`config.mk`:
```
export PLATFORM = sky130hd
export DESIGN_NAME = sram_mem_responder
export DESIGN_NICKNAME = d
export VERILOG_FILES = /design/src/rtl/sram_pkg.sv /design/src/rtl/sram_phase_counter.sv /design/src/rtl/sram_mem_responder.sv
export SDC_FILE = /design/constraint.sdc
export NUM_CORES = 1
export LEC_CHECK = 0
export BUFFER_PORTS_ARGS = -buffer_cell sky130_fd_sc_hd__buf_2
export CAP_MARGIN = 20
export CORE_AREA = 3 3 93 95
export CTS_BUF_LIST = sky130_fd_sc_hd__clkbuf_4 sky130_fd_sc_hd__clkbuf_8
export DETAILED_ROUTE_END_ITERATION = 10
export DIE_AREA = 0 0 96 98
export GPL_ROUTABILITY_DRIVEN = 0
export PLACE_DENSITY = 0.58
export SETUP_SLACK_MARGIN = 0.05
export SLEW_MARGIN = 5
export SYNTH_ARGS = -nofsm -noshare
export SYNTH_HDL_FRONTEND = slang
export SYNTH_SLANG_ARGS = --single-unit
```
`constraint.sdc`:
```
create_clock -name clk -period 2.5 [get_ports clk]
set_clock_uncertainty 0.1 [all_clocks]
set_input_delay 0.375 -clock clk [delete_from_list [all_inputs] [get_ports clk]]
set_output_delay 0.375 -clock clk [all_outputs]
set_load 0.03 [all_outputs]
```
`src/rtl/sram_pkg.sv`:
```
// -----------------------------------------------------------------------------
// sram_pkg
// Shared types and defaults for the SRAM memory responder.
//   state_e         : responder FSM states (IDLE, LOW, HIGH, DONE)
//   op_e            : latched access type (OP_RD, OP_WR)
//   WAIT_CYCLES_DEF : default cycles per half-word phase
//   ADDR_BASE_DEF   : default byte address mapped to SRAM word 0
//   SRAM_DW         : SRAM data bus width
//   cnt_width()     : phase counter width, never less than one bit
// -----------------------------------------------------------------------------
package sram_pkg;

    typedef enum logic [1:0] {
        IDLE = 2'd0,
        LOW  = 2'd1,
        HIGH = 2'd2,
        DONE = 2'd3
    } state_e;

    typedef enum logic {
        OP_RD = 1'b0,
        OP_WR = 1'b1
    } op_e;

    localparam int WAIT_CYCLES_DEF = 3;
    localparam int ADDR_BASE_DEF   = 1024;
    localparam int SRAM_DW         = 16;

    // $clog2(1) is 0, which would give a zero-width counter.
    function automatic int cnt_width(input int w);
        return (w > 1) ? $clog2(w) : 1;
    endfunction

endpackage

```
`src/rtl/sram_phase_counter.sv`:
```
// -----------------------------------------------------------------------------
// sram_phase_counter
// Counts the cycles of one half-word SRAM phase.
//   clk    : rising-edge clock
//   rst    : asynchronous active-low reset
//   clear  : force the count back to 0 (wins over enable)
//   enable : advance the count by one
//   last   : count equals WAIT_CYCLES-1 (final cycle of the phase)
// -----------------------------------------------------------------------------
module sram_phase_counter
    import sram_pkg::*;
#(
    parameter int WAIT_CYCLES = WAIT_CYCLES_DEF
) (
    input  logic clk,
    input  logic rst,
    input  logic clear,
    input  logic enable,
    output logic last
);

    localparam int CW = cnt_width(WAIT_CYCLES);

    logic [CW-1:0] cnt_q;
    logic [CW-1:0] cnt_d;

    always_comb begin
        cnt_d = cnt_q;
        if (clear) begin
            cnt_d = '0;
        end else if (enable) begin
            cnt_d = cnt_q + 1'b1;
        end
    end

    always_ff @(posedge clk or negedge rst) begin
        if (!rst) begin
            cnt_q <= '0;
        end else begin
            cnt_q <= cnt_d;
        end
    end

    assign last = (cnt_q == CW'(WAIT_CYCLES - 1));

endmodule

```
`src/rtl/sram_mem_responder.sv`:
```
// -----------------------------------------------------------------------------
// sram_mem_responder
// Responder side of the pipeline memory handshake. A 32-bit load/store from the
// MEM stage is carried out as two 16-bit SRAM cycles (low half, then high
// half), each WAIT_CYCLES long. `ready` is low while the access runs, which
// freezes the pipeline, and high for one completion cycle at the end.
//
// Ports:
//   clk, rst          : clock, asynchronous active-low reset
//   rd_en, wr_en      : load / store request (both high = store)
//   address           : byte address, ADDR_BASE maps to SRAM word 0
//   write_data        : store data
//   read_data         : load result, held until the next load completes
//   ready             : 0 = stall, 1 = complete or nothing pending
//   sram_addr         : half-word address {word, half}
//   sram_dq_out/_in   : pad data out / in, sram_dq_oe drives the pad
//   sram_we_n/oe_n/ce_n : active-low SRAM strobes
//
// Build option: define SRAM_LAST_READ_HIT_EN to keep the word address of the
// last completed load; a load to that same word then completes with no stall
// and no SRAM cycle. Stores to that word invalidate it.
// -----------------------------------------------------------------------------
module sram_mem_responder
    import sram_pkg::*;
#(
    parameter int WAIT_CYCLES = WAIT_CYCLES_DEF,
    parameter int ADDR_BASE   = ADDR_BASE_DEF,
    parameter int SRAM_AW     = 18
) (
    input  logic               clk,
    input  logic               rst,
    input  logic               rd_en,
    input  logic               wr_en,
    input  logic [31:0]        address,
    input  logic [31:0]        write_data,
    output logic [31:0]        read_data,
    output logic               ready,
    output logic [SRAM_AW-1:0] sram_addr,
    output logic [SRAM_DW-1:0] sram_dq_out,
    input  logic [SRAM_DW-1:0] sram_dq_in,
    output logic               sram_dq_oe,
    output logic               sram_we_n,
    output logic               sram_oe_n,
    output logic               sram_ce_n
);

    state_e      state_q, state_d;
    op_e         op_q, op_d;
    logic [31:0] read_data_q, read_data_d;

    logic        req;
    logic        hit;
    logic        cnt_clear;
    logic        cnt_en;
    logic        cnt_last;
    logic        active;
    logic        half;

    // Word index relative to ADDR_BASE; wraps modulo 2^32.
    logic [31:0] addr_off;
    logic [29:0] word;
    logic        unused_addr_bits;

    assign addr_off = address - 32'(ADDR_BASE);
    assign word     = addr_off[31:2];
    assign req      = rd_en | wr_en;

    // Byte offset and word bits above the SRAM range are dropped on purpose.
    assign unused_addr_bits = ^{addr_off[1:0], word[29:SRAM_AW-1]};

    // -------------------------------------------------------------------------
    // Last-read tag
    // -------------------------------------------------------------------------
`ifdef SRAM_LAST_READ_HIT_EN
    logic        valid_q, valid_d;
    logic [29:0] tag_q, tag_d;

    assign hit = valid_q && rd_en && !wr_en && (word == tag_q);

    always_comb begin
        valid_d = valid_q;
        tag_d   = tag_q;
        // A store into the cached word makes the tag stale as soon as it starts.
        if (state_q == IDLE && wr_en && valid_q && (word == tag_q)) begin
            valid_d = 1'b0;
        end
        if (state_q == HIGH && cnt_last && op_q == OP_RD) begin
            tag_d   = word;
            valid_d = 1'b1;
        end
    end

    always_ff @(posedge clk or negedge rst) begin
        if (!rst) begin
            valid_q <= 1'b0;
            tag_q   <= '0;
        end else begin
            valid_q <= valid_d;
            tag_q   <= tag_d;
        end
    end
`else
    assign hit = 1'b0;
`endif

    // -------------------------------------------------------------------------
    // Phase counter: restarts at every phase boundary and while idle.
    // -------------------------------------------------------------------------
    assign cnt_clear = (state_q == IDLE) || cnt_last;
    assign cnt_en    = (state_q == LOW) || (state_q == HIGH);

    sram_phase_counter #(
        .WAIT_CYCLES (WAIT_CYCLES)
    ) u_phase_cnt (
        .clk    (clk),
        .rst    (rst),
        .clear  (cnt_clear),
        .enable (cnt_en),
        .last   (cnt_last)
    );

    // -------------------------------------------------------------------------
    // FSM and read capture
    // -------------------------------------------------------------------------
    always_comb begin
        state_d     = state_q;
        op_d        = op_q;
        read_data_d = read_data_q;
        ready       = 1'b0;
        case (state_q)
            IDLE: begin
                // Combinational so the stall starts in the request cycle.
                ready = !req || hit;
                if (req && !hit) begin
                    state_d = LOW;
                    op_d    = wr_en ? OP_WR : OP_RD;
                end
            end
            LOW: begin
                if (cnt_last) begin
                    state_d = HIGH;
                    if (op_q == OP_RD) begin
                        read_data_d[15:0] = sram_dq_in;
                    end
                end
            end
            HIGH: begin
                if (cnt_last) begin
                    state_d = DONE;
                    if (op_q == OP_RD) begin
                        read_data_d[31:16] = sram_dq_in;
                    end
                end
            end
            DONE: begin
                // The request is still visible here; return to IDLE without
                // acting on it so it is not replayed.
                ready   = 1'b1;
                state_d = IDLE;
            end
            default: begin
                state_d = IDLE;
            end
        endcase
    end

    always_ff @(posedge clk or negedge rst) begin
        if (!rst) begin
            state_q     <= IDLE;
            op_q        <= OP_RD;
            read_data_q <= '0;
        end else begin
            state_q     <= state_d;
            op_q        <= op_d;
            read_data_q <= read_data_d;
        end
    end

    assign read_data = read_data_q;

    // -------------------------------------------------------------------------
    // Pad decode, purely from state so every strobe is idle while in reset.
    // -------------------------------------------------------------------------
    assign active = (state_q == LOW) || (state_q == HIGH);
    assign half   = (state_q == HIGH);

    always_comb begin
        sram_ce_n   = !active;
        sram_addr   = '0;
        sram_we_n   = 1'b1;
        sram_oe_n   = 1'b1;
        sram_dq_oe  = 1'b0;
        sram_dq_out = '0;
        if (active) begin
            sram_addr = {word[SRAM_AW-2:0], half};
            if (op_q == OP_WR) begin
                sram_we_n   = 1'b0;
                sram_dq_oe  = 1'b1;
                sram_dq_out = half ? write_data[31:16] : write_data[15:0];
            end else begin
                sram_oe_n = 1'b0;
            end
        end
    end

endmodule

```
==> After elaboration in Yosys (flattened, before gate mapping) <==
Cells that the tools add are included.
{ "totals": {"register_bits": 37, "out_inout_bits": 71, "wordCells": 43} }
{ "op_classes": {"n_addsub": 2, "eq_ne": 7, "n_mux": 17, "n_bitwise": 2, "n_reduce_logical": 10} }
{ "ops": {"columns": ["operator", "count"], "rows": [
  ["16-bit 2-to-1 mux", 3],
  ["19-bit by 11-bit subtractor with 19-bit output, second input constant", 1],
  ["18-bit 2-to-1 mux", 1],
  ["2-bit 2-to-1 mux", 5],
  ["3-bit AND reduction", 3],
  ["2-bit one-hot mux with 4 select lines", 1],
  ["2-bit equality test, second input constant", 3],
  ["1-bit 2-to-1 mux", 6],
  ["2-bit inequality test, second input constant", 3],
  ["2-bit by 1-bit adder with 2-bit output, second input constant", 1],
  ["2-bit by 1-bit equality test with 1-bit output, second input constant", 1],
  ["1-bit zero test", 2],
  ["2-bit zero test", 1],
  ["1-bit logical OR", 2],
  ["1-bit one-hot mux with 2 select lines", 1],
  ["2-bit AND reduction", 1],
  ["2-bit nonzero test", 1],
  ["1-bit NOT", 1],
  ["1-bit bitwise OR", 1]
]} }

==> Logic depth before layout (Yosys ltp) <==
{ "logic_depth": {"depth_word": 4, "ltp_mapped": 6} }

==> Modules after synthesis <==
Synthesis repeated with hierarchy kept, for this count alone.
{ "hier_totals": {"cells_unflattened": 175, "area_unflattened_um2": 1979.4} }
{ "by_module_without_submodules": {"columns": ["module", "instances", "cells_per_inst", "area_each_um2"], "rows": [
  ["sram_mem_responder", 1, 166, 1879.3],
  ["sram_phase_counter", 1, 9, 100.1]
]} }

==> Worst setup path before layout <==
OpenSTA, ideal clock, no wires.
{ "synth_timing": {"path_kind": "reg2out", "from": "register state_q[0]", "to": "output sram_dq_out[10]", "arrival_ns": 1.951, "required_time_ns": 2.025, "path_slack_ns": 0.074, "path_stages_with_launch": 7, "path_buffers": 2, "path_cell_list": "dfrtp_1 inv_1 ha_1 clkbuf_1 nand2_1 clkbuf_1 nor2_1"} }
{ "synth_between": {"elab_chain_len": 4} }
{ "synth_rtl": {"columns": ["item", "line_no", "text"], "rows": [
  ["start: declaration", "sram_mem_responder.sv:47", "state_e state_q, state_d;"],
  ["start signal: assignment", "sram_mem_responder.sv:173", "state_q <= state_d;"],
  ["2-bit equality test", "sram_mem_responder.sv:184, sram_mem_responder.sv:185", null],
  ["16-bit 2-to-1 mux", "sram_mem_responder.sv:199", "sram_dq_out = half ? write_data[31:16] : write_data[15:0];"],
  ["16-bit 2-to-1 mux", "sram_mem_responder.sv:196", "if (op_q == OP_WR) begin"],
  ["16-bit 2-to-1 mux *", "sram_mem_responder.sv:194", "if (active) begin"],
  ["end: declaration", "sram_mem_responder.sv:39", "output logic [SRAM_DW-1:0] sram_dq_out,"]
]} }
Every way passes the cells marked *; elsewhere a longest branch is shown, timed or not.

==> Worst setup path in the final report <==
{ "layout_timing": {"from": "input address[16]", "to": "output sram_addr[17]"} }
{ "layout_between": {"elab_chain_len": 2} }
{ "layout_rtl": {"columns": ["item", "line_no", "text"], "rows": [
  ["start: declaration", "sram_mem_responder.sv:34", "input logic [31:0] address,"],
  ["19-bit by 11-bit subtractor with 19-bit output", "sram_mem_responder.sv:64", "assign addr_off = address - 32'(ADDR_BASE);"],
  ["18-bit 2-to-1 mux", "sram_mem_responder.sv:194", null],
  ["end: declaration", "sram_mem_responder.sv:38", "output logic [SRAM_AW-1:0] sram_addr,"]
]} }
Every way passes these cells.

==> summary.txt <==
Run status
  • Outcome: finished, final reports clean

Layout
  • Register cell area after layout: 926 µm²
  • Share of cells above drive strength 1: 0.589
  • Count of nets after finishing: 408
  • Final-layout fill cell count: 800
  • Area taken by multi-input logic gates: 981 µm²
  • Area added between synthesis and finish: 48.4%
  • Post-layout instance count excluding filler cells: 421
  • Antenna cell count: 0

STA
  • Least setup slack across all paths after layout: 0.148 ns
  • Transition time of the tightest slew-check pin: 0.805 ns
  • Final period utilization: 0.941
  • Final Max Tran Viols: 0
  • Highest clock frequency the design can meet: 425 MHz
  • TNS Setup: 0 ns
  • Post-layout min period: 2.35 ns
  • Final hold violations: 0
  • RSZ-0062 raised after global routing: false
  • Slew headroom: 0.463
  • Final setup violation count: 0

Clock tree
  • Clock Sinks: 37
  • Clock H-tree levels: 2
  • Clock-pin slew on the worst setup and hold paths: 0.07 ns
  • Clock Tree Root: clkbuf_8
  • Maximum clock path buffer count: 2
  • Clock buffers created by TritonCTS: 5
  • Clock latency on the worst-skew pair: 0.28 ns
  • Hold-fix buffer count after cts: 0
  • Clock tree from TritonCTS: done

Global route
  • Wire length of the first global-routing pass: 8060 µm
  • Global Route Usage Sum: 0.106
  • Residual overflow from global routing: 0
  • Pin count of the biggest net entering global routing: 38
  • Number of global-route vias before repair: 1815
  • Initial antenna violation count: 0

Logic synthesis
  • Top FF cell, synth: dfrtp_1
  • Yosys top cell area share: 0.471
  • Yosys Warn Count: 0
  • Number of distinct standard cells referenced by the synthesized netlist: 25
  • Most used standard cells in the synthesized netlist: dfrtp_1 (37), mux2_2 (32), nor2_1 (24)
  • Synthesized area divided by synthesized cell count: 11.2 µm²
  • EDFF count, synth: 0
  • Combined area of all synthesized cells: 1970 µm²
  • Mapped Nets: 265
  • Synth area leaders: dfrtp_1 (47%), mux2_2 (18%), mux2i_1 (9.7%)
  • Proportion of synthesized flip-flops having asynchronous set or reset: 1.00
  • Cell accounting for the most synthesized area: dfrtp_1
  • Proportion of synthesized chip area in sequential cells: 0.471
  • Most numerous cell in the Yosys netlist: dfrtp_1
  • Gate count of the mapped netlist: 175
  • Seq cells post-synth: 37

Place
  • Post-Place Worst Slack: 0.138 ns
  • Quantity of I/O buffers inserted on ports: 139
  • Placed instance count: 413
  • Detailed placer's ending HPWL: 4070 µm

Routing
  • DRC violations left: 0
  • Wire length reported by the detailed router: 5110 µm
  • Drt initial violations: 35
  • Via density per instance: 4.30
  • Residual antenna-violating net count after detailed routing: 0
  • Post-detailed-route wirelength per cell: 12.1 µm
  • Number of detailed-route iterations in the first pass: 4
  • Via count: 1811

Setup path
  • Delay of the slowest cell on the worst path: 0.54 ns
  • Max Fanout on Critical Path: 4
  • CP cell instances: buf_2 > or4_4 > or4_1 > a21oi_1 > buf_2
  • Category of the worst setup path launch point: input port
  • Category of the critical setup timing path: input port to primary output
  • Data required time at the worst endpoint: 2.03 ns
  • Cell with the largest stage delay on the worst path: or4_4
  • Cell mode on critical path: buf_2
  • Type of destination of the critical path: primary output
  • Arrival time of the worst setup path: 1.88 ns

Pwr
  • Peak supply drop: 488 µV
  • Power density relative to cell area: 1600 nW/µm²
  • Leakage component of the power: 0.00151 µW

Min path
  • Hold crit path type: input port to async pin

Floorplanning
  • Initial Util: 0.252
  • Total die area: 9410 µm²
  • Die height: 98 µm
  • Core region area: 7810 µm²
  • Row count: 32
  • Top Ports: 155
  • Die outline width: 96 µm

Flow run
  • Max-capacitance violation count: 0
## sequential cells by signal, summed over array words and instances, names as in the netlist
signal             count
state_q                2
op_q                   1
read_data             32
u_phase_cnt.cnt_q      2
## layout by cell type, fill, tap and decap left out, drive strengths merged
| master | instances |
|---|---|
| dfrtp | 37 |
| xor2 | 1 |
| xnor2 | 1 |
| nand2b | 4 |
| nor3 | 2 |
| nand2 | 5 |
| clkbuf | 7 |
| o2bb2ai | 1 |
| mux2 | 32 |
| or4 | 3 |
| a22o | 1 |
| bufinv | 1 |
| nor2 | 24 |
| ha | 6 |
| or4b | 1 |
| mux2i | 19 |
| inv | 7 |
| buf | 143 |
| or3 | 2 |
| and2 | 8 |
| o31ai | 2 |
| o21ai | 2 |
| a21oi | 7 |
| nor2b | 2 |
| clkinvlp | 1 |
## metal layers
layer,global-route usage,share of wire,up-vias
li1,-,-,890
met3,0.0308,0.11,2
met1,0.121,0.42,817
met5,0,0,-
met2,0.190,0.47,102
met4,0.0295,0.0049,0
## layout make-up
| class | count | area share |
|---|---|---|
| clock buffers | 6 | 0.0283 |
| repair buffers | 144 | 0.252 |
| clock inverters | 2 | 0.0129 |
| multi-input cells | 123 | 0.336 |
| inverters | 7 | 0.00901 |
| flip-flops and latches | 37 | 0.317 |
| well taps | 102 | 0.0438 |
## stage by stage
stage | hold WS [ns] | power [µW] | util | cell area [µm²]
finish | 0.0775 | 4670 | 0.374 | 2920
global placement | 0.382 | 4140 | 0.358 | 2790
detailed placement | 0.387 | 4180 | 0.358 | 2790
CTS | 0.113 | 4730 | 0.373 | 2910
floorplan | -0.0206 | 3270 | - | 1970
global route | 0.138 | 4990 | 0.374 | 2920
## worst paths after layout
path,cells past startpoint,from,slack (ns),end
max,5,address[16],0.15,sram_addr[17]
min,1,rst,0.08,read_data[7]
max reg2reg,6,state_q[0],0.64,read_data[28]
min reg2reg,1,read_data[5],0.40,read_data[5]
max in group asynchronous,1,rst,1.71,read_data[25]
min in group clk,2,sram_dq_in[10],0.23,read_data[26]
## where the power goes
part,internal (µW),switching [µW]
combinational,1000,2070
clock,324,211
sequential,905,148
total,2230,2430
## worst max-delay path: cells and delay by family
family,cells,cell delay (ns)
AO/OA/AOI/OAI,1,0.16
buffers and inverters,2,0.33
AND/OR/NAND/NOR,2,1.01
## timing repair
| item | CTS | global route |
|---|---|---|
| resized for setup | 0 | 2 |
| setup buffers | 0 | 0 |
| setup endpoints to repair | 0 | 1 |
## kinds of logic after synthesis
| logic type | after synthesis | synth area share |
|---|---|---|
| adders and majority gates | 6 | 0.0382 |
| AOI/OAI and AO/OA | 13 | 0.0395 |
| buffers and inverters | 15 | 0.0312 |
| and+or+nand+nor | 51 | 0.131 |
| xor gates and xnor gates | 2 | 0.00891 |
| muxes | 51 | 0.280 |
| DFF | 37 | 0.471 |
No activity file was read; power rests on OpenSTA's default activity.
